[src/rtl/pipe_pkg.sv]
// Shared constants and helpers for the pipe_chain register pipeline.
package pipe_pkg;

    // Largest supported pipeline depth.
    localparam int MAX_STAGES = 8;

    // Width of a stage index as reported on the forwarding ports.
    localparam int STAGE_IDX_W = 3;

    // Width of the occupancy counter; holds 0..MAX_STAGES.
    localparam int OCC_W = 4;

    // Population count over a padded valid vector.
    function automatic logic [OCC_W-1:0] countOnes(input logic [MAX_STAGES-1:0] bits);
        logic [OCC_W-1:0] total;
        total = '0;
        for (int i = 0; i < MAX_STAGES; i++) begin
            total = total + OCC_W'(bits[i]);
        end
        return total;
    endfunction

endpackage

[src/rtl/pipe_stage.sv]
// One pipeline slot: a valid bit plus payload (data, rd, wen).
// When accept is high the slot takes whatever is offered; an empty offer
// turns the slot into a bubble holding the nop payload. Otherwise it holds.
module pipe_stage
    import pipe_pkg::*;
#(
    parameter int                DATA_W     = 32,
    parameter int                RD_W       = 5,
    parameter logic [DATA_W-1:0] RESET_DATA = 32'h13
) (
    input  logic              clk,
    input  logic              reset,
    input  logic              accept,
    input  logic              loadValid,
    input  logic [DATA_W-1:0] loadData,
    input  logic [RD_W-1:0]   loadRd,
    input  logic              loadWen,
    output logic              valid,
    output logic [DATA_W-1:0] data,
    output logic [RD_W-1:0]   rd,
    output logic              wen
);

    // Slot register: reset to a bubble, load on accept, otherwise hold.
    always_ff @(posedge clk) begin
        if (reset) begin
            valid <= 1'b0;
            data  <= RESET_DATA;
            rd    <= '0;
            wen   <= 1'b0;
        end else if (accept) begin
            valid <= loadValid;
            if (loadValid) begin
                data <= loadData;
                rd   <= loadRd;
                wen  <= loadWen;
            end else begin
                data <= RESET_DATA;
                rd   <= '0;
                wen  <= 1'b0;
            end
        end
    end

endmodule

[src/rtl/pipe_chain.sv]
// Elastic register pipeline with per-stage flush, bubble collapse and
// register-forwarding lookup ports. Stage 0 is youngest, STAGES-1 the tail.
//
// Handshake: a transfer happens on a rising edge where valid and ready are
// both high. Ready may depend combinationally on downstream ready; valid
// never depends on ready. in_ready reflects whether stage 0 can take an
// entry this cycle; out_valid is the tail's valid masked by its flush bit.
module pipe_chain
    import pipe_pkg::*;
#(
    parameter int                DATA_W     = 32,
    parameter int                STAGES     = 3,
    parameter int                RD_W       = 5,
    parameter int                NSRC       = 2,
    parameter logic [DATA_W-1:0] RESET_DATA = 32'h13
) (
    input  logic                          clk,
    input  logic                          reset,
    input  logic                          in_valid,
    output logic                          in_ready,
    input  logic [DATA_W-1:0]             in_data,
    input  logic [RD_W-1:0]               in_rd,
    input  logic                          in_wen,
    output logic                          out_valid,
    input  logic                          out_ready,
    output logic [DATA_W-1:0]             out_data,
    output logic [RD_W-1:0]               out_rd,
    output logic                          out_wen,
    input  logic [STAGES-1:0]             flush,
    input  logic [NSRC*RD_W-1:0]          src_addr,
    output logic [NSRC-1:0]               fwd_hit,
    output logic [NSRC*STAGE_IDX_W-1:0]   fwd_stage,
    output logic [NSRC*DATA_W-1:0]        fwd_data,
    output logic [OCC_W-1:0]              occupancy
);

    logic [STAGES-1:0]     stValid;
    logic [STAGES-1:0]     stWen;
    logic [DATA_W-1:0]     stData [STAGES];
    logic [RD_W-1:0]       stRd   [STAGES];

    logic [STAGES-1:0]     liveValid;   // valid and not being killed this cycle
    logic [STAGES-1:0]     accept;      // stage loads its input at the edge
    logic [STAGES-1:0]     loadValid;   // validity of what each stage would load
    logic [STAGES-1:0]     nextValid;
    logic [MAX_STAGES-1:0] nextValidPad;
    logic                  tailMove;

    // Accept chain, evaluated from the tail backwards so a bubble anywhere
    // downstream lets every live entry upstream of it advance.
    always_comb begin
        liveValid = stValid & ~flush;
        tailMove  = liveValid[STAGES-1] & out_ready;
        accept    = '0;
        accept[STAGES-1] = ~stValid[STAGES-1] | flush[STAGES-1] | tailMove;
        for (int i = STAGES - 2; i >= 0; i--) begin
            accept[i] = ~stValid[i] | flush[i] | (liveValid[i] & accept[i+1]);
        end
        loadValid    = '0;
        loadValid[0] = in_valid;
        for (int i = 1; i < STAGES; i++) begin
            loadValid[i] = liveValid[i-1];
        end
        for (int i = 0; i < STAGES; i++) begin
            nextValid[i] = accept[i] ? loadValid[i] : stValid[i];
        end
        nextValidPad = '0;
        nextValidPad[STAGES-1:0] = nextValid;
    end

    assign in_ready  = accept[0];
    assign out_valid = liveValid[STAGES-1];
    assign out_data  = stData[STAGES-1];
    assign out_rd    = stRd[STAGES-1];
    assign out_wen   = stWen[STAGES-1];

    for (genvar s = 0; s < STAGES; s++) begin : gStage
        logic [DATA_W-1:0] srcData;
        logic [RD_W-1:0]   srcRd;
        logic              srcWen;

        if (s == 0) begin : gHead
            assign srcData = in_data;
            assign srcRd   = in_rd;
            assign srcWen  = in_wen;
        end else begin : gBody
            assign srcData = stData[s-1];
            assign srcRd   = stRd[s-1];
            assign srcWen  = stWen[s-1];
        end

        pipe_stage #(
            .DATA_W     (DATA_W),
            .RD_W       (RD_W),
            .RESET_DATA (RESET_DATA)
        ) uStage (
            .clk       (clk),
            .reset     (reset),
            .accept    (accept[s]),
            .loadValid (loadValid[s]),
            .loadData  (srcData),
            .loadRd    (srcRd),
            .loadWen   (srcWen),
            .valid     (stValid[s]),
            .data      (stData[s]),
            .rd        (stRd[s]),
            .wen       (stWen[s])
        );
    end

    // Occupancy register tracks the number of valid stages after each edge.
    always_ff @(posedge clk) begin
        if (reset) begin
            occupancy <= '0;
        end else begin
            occupancy <= countOnes(nextValidPad);
        end
    end

    // Forwarding lookup per source port: youngest live writer of a nonzero
    // register wins. Only current stage contents are searched.
    for (genvar k = 0; k < NSRC; k++) begin : gFwd
        logic [RD_W-1:0]        addr;
        logic                   hit;
        logic [STAGE_IDX_W-1:0] idx;
        logic [DATA_W-1:0]      dat;

        assign addr = src_addr[k*RD_W +: RD_W];

        // Priority search from the tail down so the lowest index is kept.
        always_comb begin
            hit = 1'b0;
            idx = '0;
            dat = '0;
            for (int i = STAGES - 1; i >= 0; i--) begin
                if (liveValid[i] && stWen[i] && (stRd[i] == addr) && (addr != '0)) begin
                    hit = 1'b1;
                    idx = STAGE_IDX_W'(i);
                    dat = stData[i];
                end
            end
        end

        assign fwd_hit[k]                              = hit;
        assign fwd_stage[k*STAGE_IDX_W +: STAGE_IDX_W] = idx;
        assign fwd_data[k*DATA_W +: DATA_W]            = dat;
    end

endmodule

[config.mk]
export PLATFORM = sky130hd
export DESIGN_NAME = pipe_chain
export DESIGN_NICKNAME = d
export VERILOG_FILES = /design/src/rtl/pipe_pkg.sv /design/src/rtl/pipe_stage.sv /design/src/rtl/pipe_chain.sv
export SDC_FILE = /design/constraint.sdc
export NUM_CORES = 1
export LEC_CHECK = 0
export ABC_AREA = 1
export CAP_MARGIN = 20
export CORE_MARGIN = 10
export CORE_UTILIZATION = 45
export CTS_BUF_LIST = sky130_fd_sc_hd__clkbuf_2
export DETAILED_ROUTE_END_ITERATION = 10
export HOLD_SLACK_MARGIN = 0.06
export PLACE_DENSITY = 0.71
export SYNTH_ARGS = -nofsm -noshare
export SYNTH_HDL_FRONTEND = slang
export SYNTH_HIERARCHICAL = 1
export SYNTH_SLANG_ARGS = --single-unit
[constraint.sdc]
create_clock -name clk -period 2.2 [get_ports clk]
set_clock_uncertainty 0.2 [all_clocks]
set_input_delay 0.22 -clock clk [delete_from_list [all_inputs] [get_ports clk]]
set_output_delay 0.22 -clock clk [all_outputs]
set_load 0.1 [all_outputs]
After elaboration in Yosys (flattened, before gate mapping)
Cells that the tools add are included.
W data, S select, Z words.
- add/sub/neg operators: 2
- equality and inequality tests: 6
- muxes and demuxes: 30
- bitwise operators: 14
- reduce and logical (&&, ||, !) cells: 17
- operator list (cell ; number):
    $mux W32 ; 9
    $eq A5 B5 Y1 ; 6
    $logic_and A1 B1 Y1 ; 15
    $mux W5 ; 3
    $mux W1 ; 12
    $mux W3 ; 4
    $reduce_bool A5 Y1 ; 2
    $or A1 B1 Y1 ; 6
    $mux W2 ; 2
    $add A2 B1 Y3 ; 1
    $and A1 B1 Y1 ; 3
    $and A3 B3 Y3 ; 1
    $not A1 Y1 ; 3
    $not A3 Y3 ; 1
    $add A1 B1 Y2 ; 1
- register bits: 121
- input bits: 55
- output and inout bits: 116

Depth between registers and ports, before layout
- word-level depth: 11
- depth in mapped cells: 12
- gate-level depth less buffers: 10

Modules after synthesis
Netlist, hierarchy kept.
- modules (own cells, without submodules) (module ; instances ; cells an instance ; area each (um^2) ; seq. area each (um^2)):
    pipe_stage ; 3 ; 180 ; 1532.7 ; 780.7
    pipe_chain ; 1 ; 620 ; 3169.3 ; 40.0

Least setup slack after synthesis
Ideal clock, no wire load.
- kind: reg-to-output
- start: register gStage[2].uStage.valid
- end: output fwd_stage[4]
- data arrival time: 4.348 ns
- setup slack: -2.568 ns
- stages on the path, launching flop included: 9
- cell sequence: dfxtp_1 inv_1 nor2_1 nand2_1 nor2_1 nand2_1 nor2_2 inv_1 nor3_1
- longest elaborated chain between the ends: 7
- RTL lines (item ; RTL line ; source):
    from (decl) ; pipe_stage.sv:18 ; output logic valid,
    from (signal assigned) ; pipe_stage.sv:32 ; valid <= loadValid;
    $and A3 B3 Y3 ; pipe_chain.sv:52 ; liveValid = stValid & ~flush;
    named net out_valid ; pipe_chain.sv:24 ; output logic out_valid,
    $logic_and A1 B1 Y1 (3 in series) ; pipe_chain.sv:136 ; if (liveValid[i] && stWen[i] && (stRd[i] == addr) && (addr != '0)) begin
    $mux W2 ; pipe_chain.sv:136 ;
    $mux W3 (2 in series) ; pipe_chain.sv:136 ;
    to (decl) ; pipe_chain.sv:32 ; output logic [NSRC*STAGE_IDX_W-1:0] fwd_stage,
The timed path passes the listed nets, and every way through them passes these cells.

Final worst setup path
- start: register gStage[2].uStage.rd[2]
- end: output fwd_data[9]
- longest elaborated chain between the ends: 6
- RTL lines (item ; RTL line ; source):
    from (decl) ; pipe_stage.sv:20 ; output logic [RD_W-1:0] rd,
    from (signal assigned) ; pipe_stage.sv:35 ; rd <= loadRd;
    $eq A5 B5 Y1 ; pipe_chain.sv:136 ;
    $logic_and A1 B1 Y1 (2 in series) ; pipe_chain.sv:136 ;
    $mux W32 (3 in series) ; pipe_chain.sv:136 ;
    to (decl) ; pipe_chain.sv:33 ; output logic [NSRC*DATA_W-1:0] fwd_data,
Every way passes these cells.

==> results.tsv <==
metric	value	unit
# DRC	0	
router iterations before antenna repair	6	
Syn Area/Cell	6.70	sq um
Flop pwr share	55.3	%
count of non-filler cells in the finished layout	1636	
root buf cell	clkbuf_2	
# port buffers	166	
Slew Limit Fails	0	
layout cell share with drive strength beyond 1	40.6	%
Fmax	350	MHz
sw frac	30.2	%
Post-Route WL	32900	um
post-placement cell area	0.0110	sq mm
# IOs	171	
PwrDens	314	mW/mm^2
ys async rst share	0	%
die area	0.0229	sq mm
H-Tree Depth	4	
Synth Flop Type	dfxtp_1	
Placed Cells	1516	
area growth from synthesis to layout	65.0	%
vias in the first global route	8643	
min-delay worst type	reg2reg	
largest net degree at the start of global routing	52	
Seq/Total Area, Yosys	30.7	%
worst slew pin tran	0.593	ns
Post-Syn Instances	1160	
core area	0.0168	sq mm
post-route ant nets	0	
GPL Wtd Cong	0.913	
chip width	151	um
Sink Count	119	
P_leak	5.23	nW
Rows	47	
CTS tree	yes	
Final Setup Violations	71	
Finished Cell Area	0.0128	sq mm
FF-to-FF path depth	13	
failing checks	negative setup slack	
Skew-Pair Late Insertion Delay	0.73	ns
Max clock buf depth	2	
NumNets Final	1457	
first-pass GRT wire length	46500	um
GR Util All Layers	25.6	%
vias per cell	5.73	
Synth Register Bits	119	
overall die height	151	um
period utilization	130	%
Startpoint Class	register	
Clock transition at path regs	0.19	ns
via count	9381	
Synth warnings	6	
CTS buffer count	17	
setup slack after layout	-0.660	ns
Max-Cap Viols	0	
P_sw	1.22	mW
Hold Path Stages	2	
arrival time at the worst endpoint	2.44	ns
critical path endpoint category	output port	
Req. time, crit path	1.78	ns
internal power	2.81	mW
Initial DRC Count	1190	
Final Hold Viols	0	
Post-DP HPWL	19500	um
Initial Util	46.3	%
Distinct cells, synth	25	
total congestion overflow	0	
crit path max fanout	7	
Routed wire per std cell	20.1	um
total chip power	4.03	mW
fin crit period	2.86	ns
commonest non-fill, non-tap cell in the layout	nand2_1	
clock network power share	31.2	%
most frequent cells in the layout	259 x nand2_1, 172 x nand3_1, 104 x buf_12	
Gate power share	13.4	%
VDD IR max	0.306	mV
EDFF count, synth	0	
crit path kind	reg2out	
Netlist Area Pre-Place	0.00777	sq mm
initial antenna violation count	1	
Rel. slew slack	60.4	%
status	finished with violations	
RSZ-0062 raised after global routing	true	
[area by class of cell]
cell class / instances / area [sq um]
fill: 1165 / 3940
antenna: 2 / 5.00
inverter: 116 / 453
clock buffer: 19 / 95.1
timing repair buffer: 316 / 4320
multi-input combinational: 831 / 5150
sequential: 119 / 2430
clock inverter: 13 / 88.8
tap: 220 / 275
[final timing paths]
kind / startpoint / to / slack [ns]
hold / removal: gStage[2].uStage/valid / gStage[2].uStage/valid / 0.28
setup reg to reg: gStage[2].uStage/valid / gStage[1].uStage/data[9] / 0.06
setup / recovery: gStage[2].uStage/rd[2] / fwd_data[9] / -0.66
hold reg to reg: gStage[2].uStage/valid / gStage[2].uStage/valid / 0.28
[logic make-up after synthesis]
group           Yosys count  synth area share (%)
other cells               1                0.0483
fa+ha+maj                 1                 0.258
compound gates          109                  8.47
flops                   119                  30.7
xor+xnor                  8                 0.902
buf+inv                 214                  14.4
simple gates            708                  45.3
[critical path: stages, from the launching register on]
cell,delay [ns]
dfxtp_2,0.40
inv_2,0.04
nand2_1,0.05
nand2_1,0.06
nor2_1,0.14
nand2_2,0.08
nor2_4,0.19
bufbuf_16,0.30
nand4_1,0.15
nand2_4,0.13
buf_12,0.17
[power groups by stage]
stage / registers (mW) / logic, mW / clock network, mW
global placement: 2.28 / 0.426 / 0
floorplan: 2.28 / 0.233 / 0
global route: 2.24 / 0.575 / 1.34
CTS: 2.23 / 0.502 / 1.26
detailed placement: 2.28 / 0.432 / 0
finish: 2.23 / 0.542 / 1.26
[metrics by stage]
stage          setup TNS [ns]  util (%)  worst slack (ns)  hold slack [ns]
2_1_floorplan          -17.33         -            -0.401           0.0914
3_3_place_gp           -22.93      65.7            -0.344            0.247
3_5_place_dp           -26.14      65.7            -0.387            0.259
4_1_cts                -43.48      72.2            -0.652            0.280
5_1_grt                -53.07      76.5            -0.817            0.301
6_report               -43.52      76.5            -0.660            0.277
[synthesized netlist by cell type, types with 4 or more instances]
cell type  number  share of area, %
buf_2          50               3.2
nand3_2        59               7.6
nand2_2        12              0.97
xnor2_1         8              0.90
nand4_1        66               5.3
buf_4          27               2.6
nand2_1       351                17
buf_6          13               1.9
clkbuf_1        4              0.19
nor2_1         20              0.97
a21oi_1        79               5.1
nor2_2          9              0.72
dfxtp_1       119                31
inv_2          19              0.92
nand3_1       186                12
a21oi_2        30               3.4
inv_1          96               4.6
[what timing repair did]
action / CTS / global route
resized for setup: 91 / 69
gates cloned: 6 / 15
setup endpoints to repair: 71 / 71
pin swaps: 16 / 78
endpoints found under the hold margin: 119 / 0
buffers inserted: 16 / 9
hold buffers: 40 / 0
[sequential cells by signal (all words and copies together) (netlist names)]
signal and count:
gStage.uStage/rd 15, gStage.uStage/valid 3, gStage.uStage/wen 3, occupancy 2, gStage.uStage/data 96
[metal layers]
layer | global-route usage (%) | up-vias | part of all wire (%)
met1 | 31.9 | 4347 | 38
met4 | 8.28 | 0 | 3.7
li1 | - | 4284 | -
met5 | 0 | - | 0
met3 | 6.89 | 126 | 11
met2 | 42.0 | 624 | 47
No activity file was read; power rests on OpenSTA's default activity.
